<file path="src/rtl/reg_bank_shadow.sv">
// Double-buffered register bank: byte-strobed writes land in a shadow copy and a
// commit strobe moves every shadow word into the active copy on a single edge.
module reg_bank_shadow #(
   parameter int               WIDTH     = 32,
   parameter int               DEPTH     = 4,
   parameter int               NUM_CE    = 2,
   parameter logic [WIDTH-1:0] RESET_VAL = '0,
   parameter int               AW        = (DEPTH > 1) ? $clog2(DEPTH) : 1
) (
   input  logic                   clk,
   input  logic                   reset_n,
   input  logic [NUM_CE-1:0]      clk_en,
   input  logic                   wr_en,
   input  logic [AW-1:0]          wr_addr,
   input  logic [WIDTH-1:0]       wr_data,
   input  logic [WIDTH/8-1:0]     wr_strb,
   input  logic                   commit,
   input  logic                   clear,
   input  logic [AW-1:0]          rd_addr,
   output logic [WIDTH-1:0]       rd_data,
   output logic [DEPTH*WIDTH-1:0] active_out,
   output logic                   pending,
   output logic                   wr_err,
   output logic [15:0]            commit_count
);

   localparam int NB = WIDTH / 8;

   logic [WIDTH-1:0] shadow     [DEPTH];
   logic [WIDTH-1:0] active     [DEPTH];
   logic [WIDTH-1:0] shadow_nxt [DEPTH];

   logic ce;
   logic wr_in_range;
   logic rd_in_range;
   logic wr_hit;

   assign ce          = &clk_en;
   assign wr_in_range = 32'(wr_addr) < 32'(DEPTH);
   assign rd_in_range = 32'(rd_addr) < 32'(DEPTH);
   assign wr_hit      = wr_en && wr_in_range;

   // Post-write shadow image; feeding it to both copies gives write-into-commit bypass.
   // NOTE: every always_comb output is assigned a full default first so no latch is inferred.
   always_comb begin
      shadow_nxt = shadow;
      if (wr_hit) begin
         for (int b = 0; b < NB; b++) begin
            if (wr_strb[b]) shadow_nxt[wr_addr][8*b +: 8] = wr_data[8*b +: 8];
         end
      end
   end

   // NOTE: the register arrays are true flops with async reset, not RAM, so resetting them is legal and required.
   always_ff @(posedge clk or negedge reset_n) begin
      if (!reset_n) begin
         for (int k = 0; k < DEPTH; k++) begin
            shadow[k] <= RESET_VAL;
            active[k] <= RESET_VAL;
         end
         rd_data      <= RESET_VAL;
         pending      <= 1'b0;
         wr_err       <= 1'b0;
         commit_count <= '0;
      end else if (ce) begin
         rd_data <= rd_in_range ? shadow[rd_addr] : '0;
         if (clear) begin
            for (int k = 0; k < DEPTH; k++) begin
               shadow[k] <= RESET_VAL;
               active[k] <= RESET_VAL;
            end
            pending <= 1'b0;
            wr_err  <= 1'b0;
         end else begin
            shadow <= shadow_nxt;
            if (wr_en && !wr_in_range) wr_err <= 1'b1;
            if (commit) begin
               active       <= shadow_nxt;
               pending      <= 1'b0;
               commit_count <= commit_count + 16'd1;
            end else if (wr_hit) begin
               pending <= 1'b1;
            end
         end
      end
   end

   for (genvar k = 0; k < DEPTH; k++) begin : g_flat
      assign active_out[k*WIDTH +: WIDTH] = active[k];
   end

endmodule

</file>
<file path="config.mk">
export PLATFORM = sky130hd
export DESIGN_NAME = reg_bank_shadow
export DESIGN_NICKNAME = d
export VERILOG_FILES = /design/src/rtl/reg_bank_shadow.sv
export SDC_FILE = /design/constraint.sdc
export NUM_CORES = 1
export LEC_CHECK = 0
export ABC_CLOCK_PERIOD_IN_PS = 1200
export CAP_MARGIN = 10
export CORE_MARGIN = 8
export CORE_UTILIZATION = 41
export DETAILED_ROUTE_END_ITERATION = 16
export PLACE_DENSITY = 0.65
export SYNTH_ARGS = -nofsm -noshare
export SYNTH_HDL_FRONTEND = slang
export SYNTH_SLANG_ARGS = --single-unit
</file>
<file path="constraint.sdc">
create_clock -name clk -period 1.2 [get_ports clk]
set_input_delay 0.3 -clock clk [delete_from_list [all_inputs] [get_ports clk]]
set_output_delay 0.3 -clock clk [all_outputs]
set_load 0.02 [all_outputs]
</file>
==> reports/metrics.csv, run 1 <==
stage;metric;value;unit
global_route;most used routing layer;met2;
pwr;Lkg Pwr;10.98;nW
timing;Peak Freq;0.7129;GHz
global_route;M1 GR Usage;29.53;%
clock_tree;Root Buffer;clkbuf_16;
floorplanning;Vert. Die Dim;205.0;um
yosys;Avg Synthesized Cell Area;10.27;um2
routing;vias post-DR;12960;
global_route;number of global-route vias before repair;13050;
worst_setup_path;crit path max fanout;2;
floorplanning;core area;35400;um2
yosys;Syn Nets;1474;
clock_tree;TritonCTS Buffers;35;
cells_and_area;Area growth syn-to-layout;49.75;%
outcome;violated checks;setup timing;
placed_design;dpl cells;2178;
yosys;Synth cell types;38;
worst_setup_path;Slowest cell on crit path;dfrtp_1;
pwr;Tot Pwr;0.03575;W
routing;via density per instance;5.423;
yosys;Cell Area, Synth;14650;um2
pwr;Worst VDD drop;1151;uV
timing;final number of setup-violating endpoints;184;
worst_setup_path;startpoint types;flop;
timing;Slew Limit Fails;0;
worst_setup_path;Bufs and invs on worst path;1;
worst_setup_path;Worst EP arrival;1100;ps
cells_and_area;share of cells above drive strength 1;37.16;%
routing;DRC errors left;0;
global_route;global-route wire length before repair;74170;um
placed_design;DP Wirelength;31730;um
clock_tree;worst skew pair latency;510;ps
clock_tree;H-Tree Depth;2;
worst_setup_path;WS Path Type;reg2out;
routing;Post-DRT Antenna Nets;0;
cells_and_area;Final Non-Filler Cells;2390;
placed_design;Placer Congestion;0.8402;
global_route;largest net degree at the start of global routing;80;
timing;final worst setup slack;-202.7;ps
global_route;Total Routing Usage GR;21.97;%
run;Max-Cap Viols;0;
floorplanning;Initial Utilization;41.39;%
timing;final period utilization;116.9;%
timing;RSZ-0062 raised after global routing;yes;
floorplanning;die width;205.0;um
global_route;grt ovf;0;
worst_setup_path;cell family with most CP delay;flip-flops;
global_route;GR Util met2;36.26;%
worst_setup_path;critical path cell sequence;buf_6;
clock_tree;Sink Count;305;
floorplanning;FP Rows;69;
floorplanning;DIE AREA;42040;um2
outcome;status;finished, violations left;
timing;min cycle time layout;1403;ps
worst_setup_path;CP peak stage delay;430;ps
worst_setup_path;CP Capture Type;primary output;
clock_tree;Max Root-Sink Buffers;3;
timing;final hold viol count;0;
placed_design;IO buf count;223;
global_route;initial antenna violation count;5;
yosys;Seq/Total Area, Yosys;52.10;%
routing;DRT Pass-1 Iters;5;
routing;Wirelength per Cell;19.97;um
floorplanning;I/O pins;225;
clock_tree;CTS tree;built;
yosys;Synth warnings;0;
min_path;Hold Crit Class;in2async;
global_route;GR Util met3;3.858;%
pwr;PwrDens;1630;nW/um2
cells_and_area;Post-layout nets;1952;
routing;WL final;47730;um
yosys;Mapped Cells;1426;
cells_and_area;Fillers;2884;
worst_setup_path;Worst Path Required;900;ps
clock_tree;Clock transition at path regs;60;ps
timing;Clock Skew;14.95;ps
yosys;Synth Register Bits;305;
routing;number of DRC markers in iteration 0;877;
-- layout make-up --
cell class	instances	area [um2]	share of cell area, %
Sequential cell	305	7645	34.85
Multi-Input combinational cell	981	6643	30.28
Timing Repair Buffer	580	5937	27.06
Clock buffer	48	1007	4.591
Tap cell	461	576.8	2.629
Clock inverter	12	121.4	0.5532
Antenna cell	2	5.005	0.02281
Inverter	1	3.754	0.01711
-- layer usage --
metal  wire [um]  up-vias
met4         976        6
met2       23580      362
li1            -     5984
met1       20610     6532
met3        2531       76
met5          34        -
-- synthesized netlist by cell type, drive strengths merged --
master | count | area [um2]
buf | 74 | 457.9
xor2 | 7 | 61.31
and4 | 1 | 8.760
nor3 | 5 | 25.02
nand4bb | 4 | 45.04
a22oi | 125 | 938.4
and2 | 3 | 18.77
nand4 | 10 | 137.6
xnor2 | 8 | 70.07
and4b | 2 | 20.02
nand2 | 358 | 1344
nand4b | 9 | 85.08
nand3 | 3 | 15.01
nor3b | 1 | 7.510
a21oi | 2 | 10.01
clkbuf | 65 | 244.0
and4bb | 1 | 12.51
dfrtp | 305 | 7632
nor2 | 18 | 157.7
mux2i | 126 | 1261
conb | 1 | 3.750
inv | 1 | 3.750
a22o | 3 | 26.28
a21o | 1 | 7.510
mux4 | 32 | 720.7
and3 | 3 | 18.77
a32o | 1 | 10.01
o2bb2ai | 2 | 17.52
o21ai | 253 | 1266
mux2 | 1 | 11.26
ha | 1 | 12.51
-- cells by family (layout without fill, tap and decap cells) --
logic type / count (synthesis) / after routing / synth area share, %
adder cells (fa/ha/maj): 1 / 1 / 0.08539
XOR/XNOR: 15 / 15 / 0.8968
AO/OA/AOI/OAI: 387 / 387 / 15.54
flip-flops: 305 / 305 / 52.10
buffers and inverters: 140 / 641 / 4.817
multiplexers: 159 / 159 / 13.60
AND/OR/NAND/NOR: 418 / 418 / 12.94
other: 1 / 3 / 0.02560
-- per-stage QoR --
stage | hold slack, ps | area [um2] | util (%) | TNS (ps) | setup WS, ps
final | 176.0 | 21940 | 61.98 | -25900 | -202.7
after global routing | 183.0 | 21940 | 61.98 | -32980 | -226.0
after CTS | 171.9 | 21370 | 60.36 | -30640 | -229.7
after detailed placement | 109.7 | 19100 | 53.96 | -208360 | -818.1
after global placement | 111.7 | 19100 | 53.96 | -200470 | -772.3
after floorplan | 4.409 | 15110 | - | -6065 | -110.5
-- worst paths after layout --
check	startpoint	end	cells after the start	slack, ps
setup / recovery	active_out[85]	active_out[85]	1	-200
hold / removal	reset_n	shadow[119]	2	180
setup reg to reg	commit_count[5]	commit_count[12]	5	-70
hold reg to reg	active_out[26]	active_out[26]	2	510
max in group asynchronous	reset_n	active_out[104]	4	370
min in group clk	clk_en[1]	rd_data[22]	4	230
-- layout by cell type, fill, tap and decap left out, types with 3 or more instances in the layout --
cell	netlist	final
nand2_1	358	356
dfrtp_1	305	295
buf_4	12	282
o21ai_1	253	252
buf_6	10	192
mux2i_1	126	126
a22oi_1	125	87
buf_12	0	54
clkbuf_16	0	39
a22oi_2	0	38
mux4_2	32	32
clkdlybuf4s50_1	0	32
nor2_4	10	12
dfrtp_2	0	10
nand4b_1	8	8
xnor2_1	8	8
xor2_1	7	7
clkbuf_1	65	7
clkinv_2	0	7
nor2_2	6	6
nand4_4	5	5
nor3_2	0	5
nand4_1	5	5
clkbuf_8	0	4
buf_2	48	4
dlygate4sd2_1	0	4
a22o_1	3	3
-- repair_timing --
item,in CTS,in global routing
gates cloned,3,2
hold buffers,1,0
resized for setup,1057,35
pin swaps,13,18
setup buffers,92,53
setup endpoints to repair,444,310
endpoints found under the hold margin,219,0
-- where the power goes --
group	leakage, nW	internal, W	switching (W)
clock network	0.562	0.00632	0.00425
logic	6.69	0.00602	0.00519
registers	3.72	0.0122	0.00173
-- state kept, by name, indices dropped and copies added (netlist names) --
register	flops
commit_count	16
shadow	128
active_out	128
rd_data	32
pending	1
(Power assumes the default switching activity.)
==> run 2: changes to the inputs <==
REMOVE_ABC_BUFFERS = 1   (was default)
SLEW_MARGIN = 20   (was default)
==> run 2 against run 1 <==
- the run still ends with setup timing left
- first-iteration DRC count rose by 0.68%
- register-to-register slack lost 100 ps
- wire length rose by 0.96%
- sequential share of layout area grew 0.45 points
- clock-buffer cell count is 8 higher
- worst hold slack improved by 33 ps
- core utilization down 0.87 points
- global-route usage grew 0.17 points
- critical path type unchanged
- critical endpoint is now active_out[50]
- largest cell class unchanged
- largest power group unchanged
==> reports/metrics.csv, run 2 (synthesis results as in run 1) <==
stage;metric;value;unit;change
outcome;status;finished, violations left;;
outcome;violated checks;setup timing;;
cells_and_area;Area growth syn-to-layout;47.66;%;
cells_and_area;share of cells above drive strength 1;34.26;%;-2.9 points
placed_design;DP Wirelength;31140;um;-1.9%
clock_tree;worst skew pair latency;510;ps;about the same
floorplanning;I/O pins;225;;unchanged
cells_and_area;Final Cell Area;21630;um2;-1.4%
cells_and_area;Fillers;2878;;-0.21%
worst_setup_path;reg-to-reg startpoint;commit_count[6];;
placed_design;IO buf count;223;;unchanged
pwr;P_int;0.02473;W;+0.61%
worst_setup_path;startpoint types;flop;;
worst_setup_path;Slowest cell on crit path;dfrtp_1;;
worst_setup_path;critical path cell sequence;buf_6;;
worst_setup_path;cell family with most CP delay;flip-flops;;
global_route;grt ovf;0;;unchanged
global_route;number of global-route vias before repair;13050;;-0.038%
clock_tree;CTS tree;built;;
min_path;Hold Crit Class;in2async;;
pwr;Lkg Pwr;10.88;nW;-0.91%
cells_and_area;commonest non-fill, non-tap cell in the layout;nand2_1;;
floorplanning;Vert. Die Dim;205.0;um;unchanged
timing;smallest hold slack;209.1;ps;+33.11 ps
worst_setup_path;Worst EP arrival;1100;ps;about the same
worst_setup_path;R2R setup slack;-170;ps;-100 ps
worst_setup_path;Worst Path Required;900;ps;about the same
pwr;Clk pwr share;30.6;%;+1.0 points
clock_tree;Root Buffer;clkbuf_16;;
routing;number of DRC markers in iteration 0;883;;+0.68%
placed_design;worst slack, placed;-807.3;ps;+10.81 ps
worst_setup_path;RR Endpoint;commit_count[14];;
worst_setup_path;crit path max fanout;2;;unchanged
clock_tree;Max Root-Sink Buffers;3;;unchanged
timing;Peak Freq;0.7131;GHz;about the same
timing;final hold viol count;0;;unchanged
routing;WL final;48190;um;+0.96%
placed_design;placed inst area;18570;um2;-2.8%
routing;Post-DRT Antenna Nets;0;;unchanged
pwr;switching power total;0.01105;W;-1.1%
pwr;switching power as a share of total power;30.89;%;-0.36 points
cells_and_area;area of the multi-input gates;6510;um2;-2.0%
worst_setup_path;CP Capture Type;primary output;;
floorplanning;die width;205.0;um;unchanged
clock_tree;Clock transition at path regs;60;ps;about the same
pwr;Seq pwr share;39.3;%;+0.2 points
placed_design;Placer Congestion;0.8521;;+1.4%
clock_tree;Sink Count;305;;unchanged
worst_setup_path;CP peak stage delay;430;ps;about the same
cells_and_area;Post-layout nets;1932;;-1.0%
routing;vias post-DR;12970;;+0.062%
pwr;Worst VDD drop;939.5;uV;-18%
timing;final number of setup-violating endpoints;184;;unchanged
routing;Wirelength per Cell;20.33;um;+1.8%
pwr;Logic pwr share;30.1;%;-1.2 points
worst_setup_path;WS Path Type;reg2out;;
pwr;Tot Pwr;0.03578;W;about the same
floorplanning;Initial Utilization;41.39;%;unchanged
cells_and_area;sequential standard cell area;7635;um2;-0.13%
routing;via density per instance;5.472;;+0.91%
global_route;initial antenna violation count;5;;unchanged
routing;DRC errors left;0;;unchanged
timing;RSZ-0062 raised after global routing;yes;;
global_route;global-route wire length before repair;74460;um;+0.39%
floorplanning;core area;35400;um2;unchanged
timing;final worst setup slack;-202.4;ps;+0.3240 ps
floorplanning;DIE AREA;42040;um2;unchanged
timing;final period utilization;116.9;%;about the same
floorplanning;FP Rows;69;;unchanged
worst_setup_path;Bufs and invs on worst path;1;;unchanged
run;Max-Cap Viols;0;;unchanged
cells_and_area;Inserted Diodes;0;;-2
clock_tree;TritonCTS Buffers;35;;unchanged
cells_and_area;post-layout util;61.11;%;-0.87 points
global_route;Total Routing Usage GR;22.14;%;+0.17 points
clock_tree;H-Tree Depth;2;;unchanged
global_route;largest net degree at the start of global routing;46;;-43%
timing;Clock Skew;8.687;ps;-6.260 ps
worst_setup_path;R2R cell count;5;;unchanged
worst_setup_path;Worst path depth;1;;unchanged
pwr;PwrDens;1654;nW/um2;+1.5%
timing;min cycle time layout;1402;ps;-0.3240 ps
timing;Slew Limit Fails;0;;unchanged
cells_and_area;most frequent cells in the layout;355 x nand2_1, 303 x dfrtp_1, 269 x buf_4, 252 x o21ai_1, 192 x buf_6;;
routing;DRT Pass-1 Iters;7;;+2
==> run 2: changes by cell type in the layout (fill, tap and decap cells not counted), moves of 8 or more <==
cell / delta
a22oi_1: +33
a22oi_2: -33
buf_4: -13
buf_12: -11
dfrtp_1: +8
dfrtp_2: -8
==> run 2: how the worst max path moves through the flow <==
stage,start,end,slack [ps]
2_1_floorplan,clear,active_out[7],-3770
3_3_place_gp,wr_addr[0],shadow[38],-780
3_5_place_dp,wr_en,shadow[37],-810
4_1_cts,active_out[50],active_out[50],-220
5_1_grt,commit_count[6],commit_count[14],-250
6_report,active_out[50],active_out[50],-200
==> run 2: final cells by class <==
type / instances / share of cell area (%)
sequential: 305 / 35.29
inverter: 1 / 0.01735
multi-input combinational: 982 / 30.09
tap: 461 / 2.666
timing repair buffer: 559 / 26.51
clock buffer: 56 / 4.934
clock inverter: 6 / 0.4859
==> run 2: what timing repair did <==
item                       in CTS  in global routing
buffers inserted               99                 50
resized for setup            1093                 26
hold buffers                    1                  0
setup endpoints to repair     471                267
pin swaps                      30                 13
hold endpoints to repair      119                  0
gates cloned                    5                  2
==> run 2: power groups by stage <==
stage / combinational, W / clock (W) / sequential, W
2_1_floorplan: 0.00334 / 0 / 0.0150
3_3_place_gp: 0.00921 / 0 / 0.0139
3_5_place_dp: 0.00938 / 0 / 0.0139
4_1_cts: 0.0103 / 0.0111 / 0.0140
5_1_grt: 0.0116 / 0.0115 / 0.0143
6_report: 0.0108 / 0.0110 / 0.0141
==> run 2: through the flow <==
step / TNS (ps) / instances
finish: -25560 / 2370
global route: -31860 / 2370
CTS: -27710 / 2318
detailed placement: -210190 / 2152
global placement: -201570 / 2152
floorplan: -934830 / 1287
==> run 2: layer usage <==
metal / vias up / track usage (%) / part of all wire (%)
met5: - / 0 / 0.079
met4: 6 / 5.387 / 2.2
met3: 95 / 4.317 / 6.9
met2: 474 / 35.66 / 47
met1: 6440 / 30.47 / 43
li1: 5953 / - / -
==> run 3: changes to the inputs <==
CORE_UTILIZATION = 49   (was 41)
PLACE_DENSITY = 0.75   (was 0.65)
SLEW_MARGIN = 10   (was 20)
==> run 3 against run 2 <==
- the run still ends with setup timing left
- final cell count shrank 4.2%
- power fell by 0.97%
- combinational power is essentially flat
- sequential power about the same
- clock-buffer cell count is 10 lower
- core utilization rose by 11 points
- critical path depth up 4
- global-route usage is 3.3 points higher
- wire length up 3.9%
- first-iteration DRC count up 37%
- clock power fell by 5%
==> reports/metrics.csv, run 3 (synthesis results as in run 1) <==
stage;metric;value;unit;change
pwr;switching power total;0.01114;W;+0.81%
timing;smallest hold slack;152.8;ps;-56.33 ps
timing;final hold viol count;0;;unchanged
placed_design;dpl cells;2065;;-4.0%
min_path;WHS Path Cells;3;;
floorplanning;die width;188.9;um;-7.9%
clock_tree;worst skew pair latency;550;ps;+40 ps
pwr;Lkg Pwr;10.84;nW;-0.38%
pwr;Logic pwr share;30.7;%;+0.6 points
min_path;hold_sp;clear;;
timing;final worst setup slack;-312.4;ps;-110.0 ps
global_route;Total Routing Usage GR;25.41;%;+3.3 points
cells_and_area;share of cells above drive strength 1;33.74;%;-0.52 points
global_route;initial antenna violation count;5;;unchanged
cells_and_area;sequential standard cell area;7634;um2;about the same
placed_design;worst slack, placed;-799.9;ps;+7.374 ps
pwr;P_int;0.02429;W;-1.8%
timing;Clock Skew;8.303;ps;-0.3845 ps
routing;number of DRC markers in iteration 0;1208;;+37%
worst_setup_path;critical path cell sequence;buf_6, and3_4, nand4_4, nor3_4, xor2_1;;
worst_setup_path;WS Path Type;reg2reg;;
worst_setup_path;crit path max fanout;7;;+5
pwr;switching power as a share of total power;31.45;%;+0.56 points
routing;met1 WL;20450;um;-2.2%
worst_setup_path;startpoint types;flop;;
outcome;status;finished, violations left;;
floorplanning;I/O pins;225;;unchanged
routing;Wirelength per Cell;22.05;um;+8.5%
routing;vias post-DR;13290;;+2.5%
placed_design;DP Wirelength;29550;um;-5.1%
routing;DRT Pass-1 Iters;5;;-2
pwr;PwrDens;1661;nW/um2;+0.44%
routing;WL final;50080;um;+3.9%
floorplanning;DIE AREA;35690;um2;-15%
worst_setup_path;RR Endpoint;commit_count[11];;
timing;final number of setup-violating endpoints;190;;+3.3%
clock_tree;Sink Count;305;;unchanged
cells_and_area;area of the multi-input gates;6554;um2;+0.67%
cells_and_area;Fillers;1996;;-31%
floorplanning;FP Rows;63;;-8.7%
worst_setup_path;Worst EP arrival;1980;ps;+880 ps
worst_setup_path;Bufs and invs on worst path;1;;unchanged
worst_setup_path;Worst Path Required;1660;ps;+760 ps
clock_tree;H-Tree Depth;1;;-1
clock_tree;Root Buffer;clkbuf_16;;
placed_design;Placer Congestion;0.8675;;+1.8%
worst_setup_path;R2R cell count;5;;unchanged
worst_setup_path;CP Capture Type;flop;;
timing;min cycle time layout;1512;ps;+110.0 ps
worst_setup_path;reg-to-reg startpoint;commit_count[5];;
min_path;Hold Crit Class;in2reg;;
outcome;violated checks;setup timing;;
routing;highest metal used;met5;;
floorplanning;Vert. Die Dim;188.9;um;-7.9%
routing;DRC errors left;0;;unchanged
min_path;Hold Path End;shadow[75];;
worst_setup_path;Slowest cell on crit path;dfrtp_1;;
clock_tree;TritonCTS Buffers;31;;-11%
routing;Post-DRT Antenna Nets;0;;unchanged
worst_setup_path;R2R setup slack;-310;ps;-140 ps
cells_and_area;Final Non-Filler Cells;2271;;-4.2%
cells_and_area;commonest non-fill, non-tap cell in the layout;nand2_1;;
timing;final period utilization;126.0;%;+9.2 points
placed_design;IO buf count;223;;unchanged
routing;met3 wire length;3628;um;+9.4%
cells_and_area;most frequent cells in the layout;354 x nand2_1, 304 x dfrtp_1, 247 x buf_4, 246 x o21ai_1, 192 x buf_6;;
pwr;Worst VDD drop;1045;uV;+11%
worst_setup_path;cell family with most CP delay;simple AND/OR/NAND/NOR gates;;
clock_tree;CTS tree;built;;
timing;Peak Freq;0.6612;GHz;-7.3%
timing;RSZ-0062 raised after global routing;yes;;
cells_and_area;Post-layout nets;1904;;-1.4%
pwr;Clk pwr share;29.4;%;-1.2 points
global_route;grt ovf;0;;unchanged
cells_and_area;Area growth syn-to-layout;45.59;%;
global_route;largest net degree at the start of global routing;72;;+57%
global_route;global-route wire length before repair;74020;um;-0.59%
routing;via density per instance;5.851;;+6.9%
clock_tree;Max Root-Sink Buffers;3;;unchanged
global_route;number of global-route vias before repair;13320;;+2.1%
run;Max-Cap Viols;0;;unchanged
floorplanning;Initial Utilization;49.56;%;+8.2 points
floorplanning;core area;29560;um2;-16%
pwr;Seq pwr share;39.9;%;+0.6 points
clock_tree;Clock transition at path regs;70;ps;about the same
timing;Slew Limit Fails;0;;unchanged
worst_setup_path;CP peak stage delay;420;ps;about the same
routing;Met2 Wirelength;24770;um;+8.4%
run 3: cell type report:
cell class	instances	share of cell area [%]
Antenna cell	2	0.02346
Clock buffer	46	4.323
Tap cell	390	2.288
Clock inverter	10	0.8213
Inverter	1	0.01760
Sequential cell	305	35.79
Timing Repair Buffer	536	26.01
Multi-Input combinational cell	981	30.73
run 3: repair_timing:
action                                   CTS  global route
resized for setup                       1081            40
hold buffers                               1             0
gates cloned                               4             6
endpoints found under the setup margin   423           327
pin swaps                                 17            12
endpoints found under the hold margin    247             0
setup buffers                             80            59
run 3: how the worst max path moves through the flow:
stage,from,endpoint,slack (ps),cells after the start
2_1_floorplan,clear,active_out[7],-3770,2
3_3_place_gp,wr_addr[0],shadow[122],-780,6
3_5_place_dp,wr_addr[0],shadow[122],-800,6
4_1_cts,active_out[50],active_out[50],-260,1
5_1_grt,commit_count[5],commit_count[11],-300,5
6_report,commit_count[5],commit_count[11],-310,5
run 3: power groups by stage:
| stage | Sequential [W] | Clock, W | Combinational [W] |
|---|---|---|---|
| after global placement | 0.0138 | 0 | 0.00898 |
| after CTS | 0.0140 | 0.0105 | 0.0102 |
| after detailed placement | 0.0139 | 0 | 0.00921 |
| after floorplan | 0.0150 | 0 | 0.00334 |
| after global routing | 0.0143 | 0.0110 | 0.0117 |
| final | 0.0141 | 0.0104 | 0.0109 |
run 3: metrics by stage:
stage	TNS [ps]	util (%)	power [W]	instance area, um2
floorplan	-934830	-	0.01833	13950
detailed placement	-201310	62.00	0.02315	18330
global placement	-196490	62.00	0.02282	18330
finish	-36020	72.16	0.03544	21330
global route	-41870	72.15	0.03697	21330
CTS	-37050	69.74	0.03467	20610
run 3: tightest hold or removal path, cell delays in order:
cell and delay, ps:
buf_4 140, buf_4 150, o21ai_1 60
run 3: metal layers:
layer  up-vias  global-route usage [%]
li1       5900                       -
met1      6651                   34.05
met2       630                   42.03
met3       100                   4.967
met4         6                   6.344
met5         -                       0
